--- src/rtl/cache_controller_pkg.sv ---
// Shared geometry and state encoding for the direct-mapped, write-back data cache controller.
// Default widths give a 32-bit byte address split as tag 22 | index 6 | word 2 | byte 2.
package cache_controller_pkg;

  localparam int CC_ADDR_BITS     = 32;
  localparam int CC_WORD_BITS     = 32;
  localparam int CC_TAG_BITS      = 22;
  localparam int CC_LINE_WORDS    = 4;
  localparam int LINE_WORDS_WIDTH = $clog2(CC_LINE_WORDS);
  localparam int WORD_BYTES_WIDTH = $clog2(CC_WORD_BITS / 8);
  localparam int INDEX_BITS       = CC_ADDR_BITS - CC_TAG_BITS - LINE_WORDS_WIDTH - WORD_BYTES_WIDTH;
  localparam int LINE_NUM         = 1 << INDEX_BITS;

  typedef enum logic [1:0] {
    S_IDLE   = 2'd0,
    S_BACKUP = 2'd1,
    S_FILL   = 2'd2,
    S_REPLAY = 2'd3
  } cache_state_t;

endpackage

--- src/rtl/cache_controller.sv ---
// Miss sequencer between the MEM stage and main memory: hits complete combinationally,
// misses stall while a dirty victim is written back, the line is refilled, and the access replays.
module cache_controller
  import cache_controller_pkg::*;
#(
  parameter int ADDR_BITS  = CC_ADDR_BITS,
  parameter int WORD_BITS  = CC_WORD_BITS,
  parameter int TAG_BITS   = CC_TAG_BITS,
  parameter int LINE_WORDS = CC_LINE_WORDS
) (
  input  logic                 clk,
  input  logic                 rst,
  input  logic                 cpu_en,
  input  logic                 cpu_we,
  input  logic                 cpu_inv,
  input  logic [ADDR_BITS-1:0] cpu_addr,
  input  logic [WORD_BITS-1:0] cpu_din,
  output logic [WORD_BITS-1:0] cpu_dout,
  output logic                 cpu_stall,
  output logic [ADDR_BITS-1:0] cache_addr,
  output logic                 cache_load,
  output logic                 cache_edit,
  output logic                 cache_invalid,
  output logic [WORD_BITS-1:0] cache_din,
  input  logic                 cache_hit,
  input  logic                 cache_valid,
  input  logic                 cache_dirty,
  input  logic [TAG_BITS-1:0]  cache_tag,
  input  logic [WORD_BITS-1:0] cache_dout,
  output logic                 mem_cs,
  output logic                 mem_we,
  output logic [ADDR_BITS-1:0] mem_addr,
  output logic [WORD_BITS-1:0] mem_dout,
  input  logic [WORD_BITS-1:0] mem_din,
  input  logic                 mem_ack
);

  localparam int CNT_BITS  = $clog2(LINE_WORDS);
  localparam int BYTE_BITS = $clog2(WORD_BITS / 8);
  localparam int IDX_BITS  = ADDR_BITS - TAG_BITS - CNT_BITS - BYTE_BITS;

  cache_state_t         state_reg;
  logic [CNT_BITS-1:0]  cnt_reg;
  logic                 inv_reg;
  logic [TAG_BITS-1:0]  victim_tag_reg;

  logic [TAG_BITS-1:0]  cpu_tag;
  logic [IDX_BITS-1:0]  cpu_index;
  logic [ADDR_BITS-1:0] victim_addr;
  logic [ADDR_BITS-1:0] fill_addr;
  logic                 last_word;
  logic                 acc_req;
  logic                 miss;
  logic                 inv_clean;
  logic                 inv_dirty;
  logic                 victim_dirty;

  assign cpu_tag   = cpu_addr[ADDR_BITS-1 -: TAG_BITS];
  assign cpu_index = cpu_addr[BYTE_BITS+CNT_BITS +: IDX_BITS];
  assign last_word = (cnt_reg == CNT_BITS'(LINE_WORDS - 1));

  // Victim tag is captured at miss time so the write-back address never depends
  // combinationally on the array's tag output, which itself follows cache_addr.
  assign victim_addr = {victim_tag_reg, cpu_index, cnt_reg, {BYTE_BITS{1'b0}}};
  assign fill_addr   = {cpu_tag, cpu_index, cnt_reg, {BYTE_BITS{1'b0}}};

  // An invalidate takes priority over a load/store presented in the same cycle.
  assign acc_req      = cpu_en & ~cpu_inv;
  assign miss         = acc_req & ~cache_hit;
  assign inv_clean    = cpu_inv & cache_hit & ~cache_dirty;
  assign inv_dirty    = cpu_inv & cache_hit & cache_dirty;
  assign victim_dirty = cache_valid & cache_dirty;

  always_ff @(posedge clk or negedge rst) begin
    if (!rst) begin
      state_reg      <= S_IDLE;
      cnt_reg        <= '0;
      inv_reg        <= 1'b0;
      victim_tag_reg <= '0;
    end else begin
      case (state_reg)
        S_IDLE: begin
          if (inv_dirty) begin
            state_reg      <= S_BACKUP;
            inv_reg        <= 1'b1;
            cnt_reg        <= '0;
            victim_tag_reg <= cache_tag;
          end else if (miss) begin
            state_reg      <= victim_dirty ? S_BACKUP : S_FILL;
            inv_reg        <= 1'b0;
            cnt_reg        <= '0;
            victim_tag_reg <= cache_tag;
          end
        end
        S_BACKUP: begin
          if (mem_ack) begin
            cnt_reg <= cnt_reg + 1'b1;
            if (last_word) begin
              if (inv_reg) begin
                state_reg <= S_IDLE;
                inv_reg   <= 1'b0;
              end else begin
                state_reg <= S_FILL;
              end
            end
          end
        end
        S_FILL: begin
          if (mem_ack) begin
            cnt_reg <= cnt_reg + 1'b1;
            // A request withdrawn mid-miss still gets its line, but nothing is replayed.
            if (last_word) state_reg <= cpu_en ? S_REPLAY : S_IDLE;
          end
        end
        S_REPLAY: begin
          state_reg <= S_IDLE;
        end
        default: begin
          state_reg <= S_IDLE;
        end
      endcase
    end
  end

  // Address and memory strobes depend only on state so memory/array responses cannot loop back.
  always_comb begin
    cache_addr = cpu_addr;
    mem_cs     = 1'b0;
    mem_we     = 1'b0;
    mem_addr   = '0;
    if (!rst) begin
      cache_addr = '0;
    end else begin
      case (state_reg)
        S_BACKUP: begin
          cache_addr = victim_addr;
          mem_cs     = 1'b1;
          mem_we     = 1'b1;
          mem_addr   = victim_addr;
        end
        S_FILL: begin
          cache_addr = fill_addr;
          mem_cs     = 1'b1;
          mem_addr   = fill_addr;
        end
        default: begin
          cache_addr = cpu_addr;
        end
      endcase
    end
  end

  always_comb begin
    cpu_dout      = '0;
    cpu_stall     = 1'b0;
    cache_load    = 1'b0;
    cache_edit    = 1'b0;
    cache_invalid = 1'b0;
    cache_din     = '0;
    mem_dout      = '0;
    if (rst) begin
      case (state_reg)
        S_IDLE: begin
          cpu_dout      = cache_dout;
          cpu_stall     = miss | inv_dirty;
          cache_edit    = acc_req & cpu_we & cache_hit;
          cache_din     = cpu_din;
          cache_invalid = inv_clean;
        end
        S_BACKUP: begin
          cpu_stall     = 1'b1;
          mem_dout      = cache_dout;
          cache_invalid = inv_reg & mem_ack & last_word;
        end
        S_FILL: begin
          cpu_stall  = 1'b1;
          cache_load = mem_ack;
          cache_din  = mem_din;
        end
        default: begin
          cpu_stall = 1'b1;
        end
      endcase
    end
  end

endmodule

--- config.mk ---
export PLATFORM = sky130hd
export DESIGN_NAME = cache_controller
export DESIGN_NICKNAME = d
export VERILOG_FILES = /design/src/rtl/cache_controller_pkg.sv /design/src/rtl/cache_controller.sv
export SDC_FILE = /design/constraint.sdc
export NUM_CORES = 1
export LEC_CHECK = 0
export CAP_MARGIN = 20
export CORE_AREA = 2 2 127 129
export CTS_CLUSTER_DIAMETER = 30
export DETAILED_ROUTE_END_ITERATION = 8
export DIE_AREA = 0 0 129 131
export HOLD_SLACK_MARGIN = 0.1
export PLACE_DENSITY = 0.69
export SKIP_LAST_GASP = 1
export SLEW_MARGIN = 20
export SYNTH_ARGS = -nofsm -noshare
export SYNTH_HDL_FRONTEND = slang
export SYNTH_SLANG_ARGS = --single-unit
--- constraint.sdc ---
create_clock -name clk -period 1.9 [get_ports clk]
set_clock_uncertainty 0.05 [all_clocks]
set_input_delay 0.19 -clock clk [delete_from_list [all_inputs] [get_ports clk]]
set_output_delay 0.19 -clock clk [all_outputs]
set_load 0.01 [all_outputs]
-- Yosys cells after proc, flatten, opt, wreduce, memory -nomap -nowiden
Cells that the tools add are included.
Widths: inputs -> output; s select.
- bits in registers: 27
- output and inout port bits: 166
- word-level logic and storage cells: 81
- add/sub/neg operators: 1
- muxes and demuxes: 43
- equality and inequality tests: 10
- reduce and logical (&&, ||, !) cells: 9
- bitwise logic cells: 14
- operators by type and width (cell ; number):
    $mux 32 ; 7
    $pmux 32 s2 ; 3
    $mux 22 ; 2
    $mux 2 ; 12
    $mux 1 ; 15
    $and 1x1->1 ; 10
    $ne 2x2->1 const B ; 4
    $pmux 2 s4 ; 1
    $eq 2x2->1 const B ; 3
    $reduce_bool 2->1 ; 3
    $reduce_and 5->1 ; 1
    $pmux 1 s2 ; 2
    $pmux 2 s2 ; 1
    $reduce_and 4->1 ; 1
    $ne 3x3->1 const B ; 1
    $not 1->1 ; 3
    $reduce_and 3->1 ; 1
    $add 2x1->2 const B ; 1
    $eq 2x1->1 const B ; 1
    $logic_not 2->1 ; 1
    $ne 2x1->1 const B ; 1
    $reduce_and 2->1 ; 1
    $reduce_or 2->1 ; 1
    $or 1x1->1 ; 1

-- Logic depth before layout (Yosys ltp)
Gate-level depths: netlist (run 1).
- depth after elaboration: 6
- depth in mapped cells: 7
- mapped depth without buffers: 5

-- Worst setup path before layout (run 1)
No wires, ideal clock.
- path kind: register to output
- start: reg state_reg[0]
- end: out cache_din[10]
- cell stages (with the launch flop): 8
- slack: 0.016 ns
- arrival time: 1.644 ns
- cells stage by stage: dfrtp_1 -> inv_1 -> ha_1 -> clkbuf_1 -> and2_1 -> clkbuf_1 -> clkbuf_1 -> a22o_1
- longest elaborated chain between the ends: 3
- elaborated cells between the ends (all ways): 4
- RTL lines (element ; RTL line ; source):
    from (decl) ; cache_controller.sv:42 ; cache_state_t state_reg;
    from (signal assigned) ; cache_controller.sv:89 ; state_reg <= victim_dirty ? S_BACKUP : S_FILL;
    from (signal assigned) ; cache_controller.sv:112 ; if (last_word) state_reg <= cpu_en ? S_REPLAY : S_IDLE;
    $eq 2x2->1 / $logic_not 2->1 (equally long branches) ; cache_controller.sv:162 ; case (state_reg)
    $pmux 32 s2 * ; cache_controller.sv:162 ;
    $mux 32 * ; cache_controller.sv:161 ; if (rst) begin
    to (decl) ; cache_controller.sv:24 ; output logic [WORD_BITS-1:0] cache_din,
Every way passes the cells marked *; elsewhere a longest branch is shown, timed or not.

-- Worst setup path after layout (run 1)
- start: reg state_reg[1]
- end: out cache_addr[31]
- longest elaborated chain between the ends: 3
- elaborated cells between the ends (all ways): 4
- RTL lines (element ; RTL line ; source):
    $eq 2x2->1 / $eq 2x1->1 (equally long branches) ; cache_controller.sv:134 ; case (state_reg)
    $pmux 32 s2 * ; cache_controller.sv:134 ;
    $mux 32 * ; cache_controller.sv:131 ; if (!rst) begin
    to (decl) ; cache_controller.sv:20 ; output logic [ADDR_BITS-1:0] cache_addr,
Marked as above.

==> results of run 1 <==
through the flow:
| stage | hold WS (ns) | power [mW] |
|---|---|---|
| finish | 0.4239 | 8.222 |
| global route | 0.4482 | 8.707 |
| CTS | 0.4252 | 7.876 |
| detailed placement | 0.1236 | 6.353 |
| global placement | 0.1233 | 6.316 |
| floorplan | -0.1556 | 3.606 |
layout make-up:
class                   instances  area [um^2]
fillers                      1527         8531
repair buffers                400         3651
multi-input cells             274         2359
flip-flops and latches         27        675.6
well taps                     216        270.3
clock buffers                   4        78.83
inverters                       8        30.03
diodes                          1        2.502
routing by layer:
metal,wire length (um),GRT usage (%),vias to the layer above
li1,-,-,2034
met1,7078,22.65,1987
met2,8475,32.87,189
met3,918,2.687,22
met4,313,4.028,0
met5,0,0,-
cells in the mapped netlist, types with 5 or more instances:
cell type,instances,area (um^2)
dfrtp_1,27,675.7
nor2b_1,29,181.4
inv_1,8,30.03
mux2_4,20,300.3
nand2_1,5,18.77
a22o_1,32,280.3
nor2_1,23,86.33
clkbuf_1,38,142.6
and3_1,68,425.4
a22oi_1,44,330.3
nand3_1,5,25.02
and2_1,12,75.07
critical path: stages, from the launching register on:
cell and delay [ns]:
dfrtp_1 0.39, inv_2 0.09, buf_6 0.11, ha_4 0.15, and2_4 0.22, buf_12 0.13
buf_6 0.10, a22oi_2 0.06, nor2b_1 0.13, buf_2 0.15
where the power goes:
group	switching, mW	leakage (nW)	internal, mW	total (mW)
Combinational	2.91	3.15	3.63	6.54
Clock	0.209	0.0382	0.288	0.497
Sequential	0.327	0.324	0.863	1.19
Total	3.44	3.52	4.78	8.22
cells by family after synthesis:
kind of cell               count (synthesis)
AOI/OAI and AO/OA                         91
muxes                                     25
buffers and inverters                     53
and+or+nand+nor                          152
DFF                                       27
other                                      1
adders and majority gates                  4
worst paths after layout:
| kind | endpoint | slack [ns] | cells after the start |
|---|---|---|---|
| max | cache_addr[31] | -0.14 | 9 |
| min reg2reg | victim_tag_reg[19] | 0.52 | 1 |
| max reg2reg | state_reg[0] | -0.03 | 7 |
| max in group asynchronous | victim_tag_reg[5] | 0.42 | 3 |
| min | state_reg[1] | 0.42 | 3 |
| min in group clk | victim_tag_reg[20] | 0.48 | 2 |
what timing repair did:
item | 4_1_cts | 5_1_grt
gates cloned | 8 | 4
hold endpoints to repair | 27 | 0
resized for setup | 561 | 63
hold buffers | 4 | 0
pin swaps | 20 | 24
setup buffers | 23 | 4
endpoints found under the setup margin | 182 | 126
==> key figures, run 1 <==
Run
  – Max-cap violations: 0

Critical path
  – Crit start category: flip-flop
  – Crit-path max FO: 5
  – Crit path launch: state_reg[1]
  – CP Data Arrival Time: between 1.5 and 2 ns
  – CP Data Required Time: about 1.7 ns
  – RR Startpoint: state_reg[1]
  – Setup Crit Path Kind: reg2out
  – CP endpoint kind: primary output

Detailed routing
  – Routed len/inst: 18.05 um
  – Routed WL: 16,790 um
  – Via/cell ratio: 4.551
  – DRC: 0
  – DRT iter0 DRCs: 192
  – Routed Antenna Nets: 0
  – Drt pass-1 iters: 4
  – Routed vias: around 4,200

Clock network
  – Clock tree buffer depth: 2
  – Clk slew on worst S/H paths: 0.07 ns
  – CTS buffer count: 3
  – Clock Sinks: 27
  – H-Tree Depth: 1
  – Worst skew pair latency: 0.26 ns
  – CTS tree: built
  – Root Driver: clkbuf_16

Floorplanning
  – Core Footprint: 15,600 um^2
  – Initial Util: about a fifth
  – Floorplan row count: 46
  – Die X: 129 um
  – Die area: 16,900 um^2
  – Die Y: 131 um
  – I/O pin total: 325

Placement
  – Inst Count DP: 886
  – Placed instance area: roughly 6600 um^2
  – Number of port buffers: around 320
  – Pre-CTS WS: -0.4059 ns
  – Hpwl dp: 11,790 um
  – Routability cong.: 0.7837

Synth
  – Syn Inst Count: approximately 350
  – Register area share after synthesis: 23.01%
  – Post-Synth Adder-Cell Area: 1.704%
  – Seq cells post-synth: 27
  – Synth unique cells: 38
  – EDFF count, synth: 0
  – Post-Synthesis Cell Area: 2937 um^2
  – Largest family of logic cells by synthesized area: simple AND/OR/NAND/NOR gates
  – Avg Inst Size Synth: 8.319 um^2
  – Post-Synth Simple-Gate Area: 30.17%
  – Area share of xor/xnor cells in the synthesized design: 0%
  – Async SR Flop Fraction: 100.0%
  – Synth Area in Compound Gates: between 20% and 30%
  – Post-synth top flop: dfrtp_1
  – Ys Warns: 0
  – Mux contribution to synthesized area: roughly an eighth

Global routing
  – Initial antenna violation count: 1
  – Total GRT Usage: between 10% and 20%
  – Total global routing overflow: 0
  – First-pass GRT wire length: 23,740 um
  – Number of global-route vias before repair: roughly 4,100
  – Largest net degree at the start of global routing: 57

STA
  – Unrepaired setup endpoints after global routing: true
  – Max-slew violation count: 0
  – Final Hold Fails: 0
  – Final setup margin: -0.1394 ns
  – Setup tns final: -3.602 ns
  – Period utilisation layout: 107.3%
  – Slew Limit Headroom: 40.02%
  – Worst slew pin tran: 0.8968 ns
  – Final Setup Violations: 57
  – Final Critical Period: 2.039 ns
  – Fmax: around 490 MHz

Finish
  – Commonest non-fill, non-tap cell in the layout: clkdlybuf4s50_1
  – Most frequent cells in the layout: clkdlybuf4s50_1 (161), buf_2 (87), and3_1 (65)
  – Final net count: 877
  – Post-route cell area: around 7100 um^2
  – Area growth syn-to-layout: 140.6%
  – Fin util: 45.31%
  – Fin cells: 930
  – Max reg flops: 22
  – Share of cells above drive strength 1: about two fifths

Pwr
  – Cell area power density: 1164 nW/um^2
  – VDD IR max: 490.2 uV
  – Lkg Pwr: around 3.5 nW

Outcome
  – Failing checks: negative setup slack
  – Status: finished with violations

Worst hold path
  – HP Class: in2async
Power figures use the tool's default switching activity.
==> inputs of run 2 (changes only) <==
--- a/config.mk
+++ b/config.mk
@@ -5,11 +5,12 @@
 export SDC_FILE = /design/constraint.sdc
 export NUM_CORES = 1
 export LEC_CHECK = 0
-export CAP_MARGIN = 20
+export CAP_MARGIN = 10
 export CORE_AREA = 2 2 127 129
 export CTS_CLUSTER_DIAMETER = 30
 export DETAILED_ROUTE_END_ITERATION = 8
 export DIE_AREA = 0 0 129 131
+export GPL_TIMING_DRIVEN = 1
 export HOLD_SLACK_MARGIN = 0.1
 export PLACE_DENSITY = 0.69
 export SKIP_LAST_GASP = 1
==> results of run 2 <==
No change in the layout: final DEF, timing and power equal those of run 1.
==> inputs of run 3 (changes only) <==
--- a/config.mk
+++ b/config.mk
@@ -5,6 +5,7 @@
 export SDC_FILE = /design/constraint.sdc
 export NUM_CORES = 1
 export LEC_CHECK = 0
+export ABC_AREA = 1
 export CAP_MARGIN = 10
 export CORE_AREA = 2 2 127 129
 export CTS_CLUSTER_DIAMETER = 30
==> key figures, run 3 <==
Detailed routing
  – Routed vias: 4,537 (was 4,232)
  – Routed WL: 17,300 um (was 16,790 um)
  – Via/cell ratio: 4.268 (was 4.551)
  – Met2 wire length: 8276 um (was 8475 um)
  – Max Used Layer: met5 (was met4)
  – Routed len/inst: 16.28 um (was 18.05 um)
  – Met3 WL post-DR: 1492 um (was 918 um)
  – DRT iter0 DRCs: 216 (was 192)
  – Routed Antenna Nets: 0 (unchanged)
  – DRC: 0 (unchanged)
  – Routed met1 length: 7291 um (was 7078 um)
  – Drt pass-1 iters: 5 (was 4)

Finish
  – Multi-input gate area in the final layout: 1770 um^2 (was 2359 um^2)
  – FF+latch area: 675.6 um^2 (unchanged)
  – Final net count: 1,010 (was 877)
  – Most frequent cells in the layout: clkdlybuf4s50_1 (163), inv_1 (111), nand2_1 (100) (was clkdlybuf4s50_1 (161), buf_2 (87), and3_1 (65))
  – Max reg flops: 22 (unchanged)
  – Commonest non-fill, non-tap cell in the layout: clkdlybuf4s50_1 (unchanged)
  – Post-route cell area: 6659 um^2 (was 7067 um^2)
  – Share of cells above drive strength 1: 28.01% (was 40.67%)
  – Area growth syn-to-layout: 127.2% (was 140.6%)
  – Filler Cell Count: 1,673 (was 1,527)
  – Fin util: 42.69% (was 45.31%)

Synth
  – Top-count cell post-synth: inv_1 (was and3_1)
  – Top cells by count, synth: inv_1 (114), nand2_1 (106), nor2_1 (78) (was and3_1 (68), a22oi_1 (44), clkbuf_1 (38))
  – Post-Synth Adder-Cell Area: 1.708% (was 1.704%)
  – Post-synth top flop: dfrtp_1 (unchanged)
  – Post-Synthesis Cell Area: 2930 um^2 (was 2937 um^2)
  – Post-Synth Simple-Gate Area: 32.49% (was 30.17%)
  – Top post-synthesis cells by area: dfrtp_1 (23%), inv_1 (15%), nand2_1 (14%) (was dfrtp_1 (23%), and3_1 (14%), a22oi_1 (11%))
  – Top cell type's share of synthesized area: 23.06% (was 23.01%)
  – Synth unique cells: 26 (was 38)
  – Synth Area in Compound Gates: 20.54% (was 24.71%)
  – Area share of xor/xnor cells in the synthesized design: 0% (unchanged)
  – EDFF count, synth: 0 (unchanged)
  – Avg Inst Size Synth: 5.956 um^2 (was 8.319 um^2)
  – Syn Inst Count: 492 (was 353)
  – Register area share after synthesis: 23.06% (was 23.01%)
  – Ys Warns: 0 (unchanged)
  – Mux contribution to synthesized area: 0% (was 12.10%)
  – Seq cells post-synth: 27 (unchanged)
  – Async SR Flop Fraction: 100.0% (unchanged)
  – Cell taking the most area after synthesis: dfrtp_1 (unchanged)
  – Largest family of logic cells by synthesized area: simple AND/OR/NAND/NOR gates (unchanged)

Critical path
  – CP endpoint kind: primary output (unchanged)
  – Setup Crit Path Kind: reg2out (unchanged)
  – CP Data Arrival Time: 1.85 ns (was 1.80 ns)
  – CP Data Required Time: 1.66 ns (about the same)
  – Crit-path max FO: 12 (was 5)
  – FF-to-FF path depth: 10 (was 7)
  – Crit start category: flip-flop (unchanged)

STA
  – Max-slew violation count: 0 (unchanged)
  – Final setup margin: -0.1909 ns (was -0.1394 ns)
  – Unrepaired setup endpoints after global routing: true (unchanged)
  – Final Hold Fails: 0 (unchanged)
  – Period utilisation layout: 110.0% (was 107.3%)
  – Final Critical Period: 2.091 ns (was 2.039 ns)
  – Fmax: 478.3 MHz (was 490.3 MHz)
  – Final Setup Violations: 85 (was 57)
  – Hold slack final: 0.3939 ns (was 0.4239 ns)

Placement
  – Routability cong.: 0.8394 (was 0.7837)
  – Number of port buffers: 322 (unchanged)
  – Hpwl dp: 13,080 um (was 11,790 um)
  – Placed instance area: 6611 um^2 (was 6591 um^2)

Clock network
  – CTS tree: built (unchanged)
  – CTS buffer count: 3 (unchanged)
  – Clk slew on worst S/H paths: 0.07 ns (about the same)
  – Worst skew pair latency: 0.26 ns (about the same)
  – Clock tree buffer depth: 2 (unchanged)
  – H-Tree Depth: 1 (unchanged)
  – Clock Sinks: 27 (unchanged)
  – Root Driver: clkbuf_16 (unchanged)

Floorplanning
  – Die Y: 131 um (unchanged)
  – Initial Util: 18.79% (was 18.83%)
  – I/O pin total: 325 (unchanged)
  – Core Footprint: 15,600 um^2 (unchanged)
  – Die X: 129 um (unchanged)
  – Die area: 16,900 um^2 (unchanged)
  – Floorplan row count: 46 (unchanged)

Global routing
  – Total global routing overflow: 0 (unchanged)
  – Number of global-route vias before repair: 4,291 (was 4,127)
  – Initial antenna violation count: 2 (was 1)
  – Largest net degree at the start of global routing: 28 (was 57)
  – Total GRT Usage: 18.48% (was 18.09%)
  – First-pass GRT wire length: 24,060 um (was 23,740 um)

Pwr
  – Cell area power density: 996.5 nW/um^2 (was 1164 nW/um^2)
  – Design Power: 6.636 mW (was 8.222 mW)
  – VDD IR max: 443.6 uV (was 490.2 uV)
  – Lkg Pwr: 3.765 nW (was 3.517 nW)

Run
  – Max-cap violations: 0 (unchanged)

Outcome
  – Failing checks: negative setup slack (unchanged)
  – Status: finished with violations (unchanged)

Worst hold path
  – HP Class: in2async (unchanged)
==> run 3: kinds of logic (layout without fill, tap and decap cells) <==
| family | Yosys count | in the layout |
|---|---|---|
| buf+inv | 153 | 506 |
| fa+ha+maj | 4 | 4 |
| compound gates | 82 | 82 |
| flops | 27 | 27 |
| simple gates | 225 | 225 |
| other cells | 1 | 3 |
==> run 3: area by class of cell <==
class / count / area share, %
Timing Repair Buffer: 384 / 51.00
Inverter: 118 / 6.933
Sequential cell: 27 / 10.15
Tap cell: 216 / 4.059
Multi-Input combinational cell: 313 / 26.59
Clock inverter: 1 / 0.1127
Antenna cell: 1 / 0.03758
Clock buffer: 3 / 1.127
==> run 3: final timing paths <==
path | start | endpoint | slack (ns)
max in group asynchronous | rst | victim_tag_reg[14] | 0.63
max reg2reg | state_reg[0] | inv_reg | 0.15
max | state_reg[0] | cache_addr[18] | -0.19
min reg2reg | victim_tag_reg[20] | victim_tag_reg[20] | 0.42
min | rst | victim_tag_reg[1] | 0.39
min in group clk | victim_tag_reg[20] | victim_tag_reg[20] | 0.42
==> run 3: where the power goes <==
group          internal, mW  leakage [nW]  total, mW  switching [mW]
clock                 0.287        0.0371      0.501           0.214
sequential            0.840         0.339       1.00           0.161
combinational          2.49          3.39       5.13            2.64
==> run 3: worst max-delay path: stages, from the launching register on <==
cell             delay, ns
dfrtp_1               0.41
buf_6                 0.12
ha_4                  0.14
clkinvlp_4            0.15
buf_12                0.19
o22ai_1               0.12
nand2_1               0.09
o21ai_0               0.09
clkdlybuf4s15_1       0.27
==> run 3: per-stage QoR <==
stage	std cells	setup WS, ns	setup TNS, ns
final	1063	-0.1909	-6.088
after global routing	1063	-0.3155	-14.04
after CTS	1047	-0.2013	-7.114
after detailed placement	1032	-0.1974	-12.35
after global placement	1032	-0.1616	-9.208
after floorplan	493	0.2622	0
==> run 3: repair_timing <==
action / 4_1_cts / 5_1_grt
cloned: 3 / 7
hold buffers: 3 / 0
pin swaps: 1 / 4
endpoints found under the hold margin: 3 / 0
setup buffers: 5 / 8
gates resized for setup: 329 / 231
setup endpoints to repair: 157 / 141
==> run 3: per-layer routing <==
metal,vias up,track usage (%)
met5,-,0
met3,16,5.945
met1,2088,23.08
li1,2252,-
met4,2,3.772
met2,179,31.40
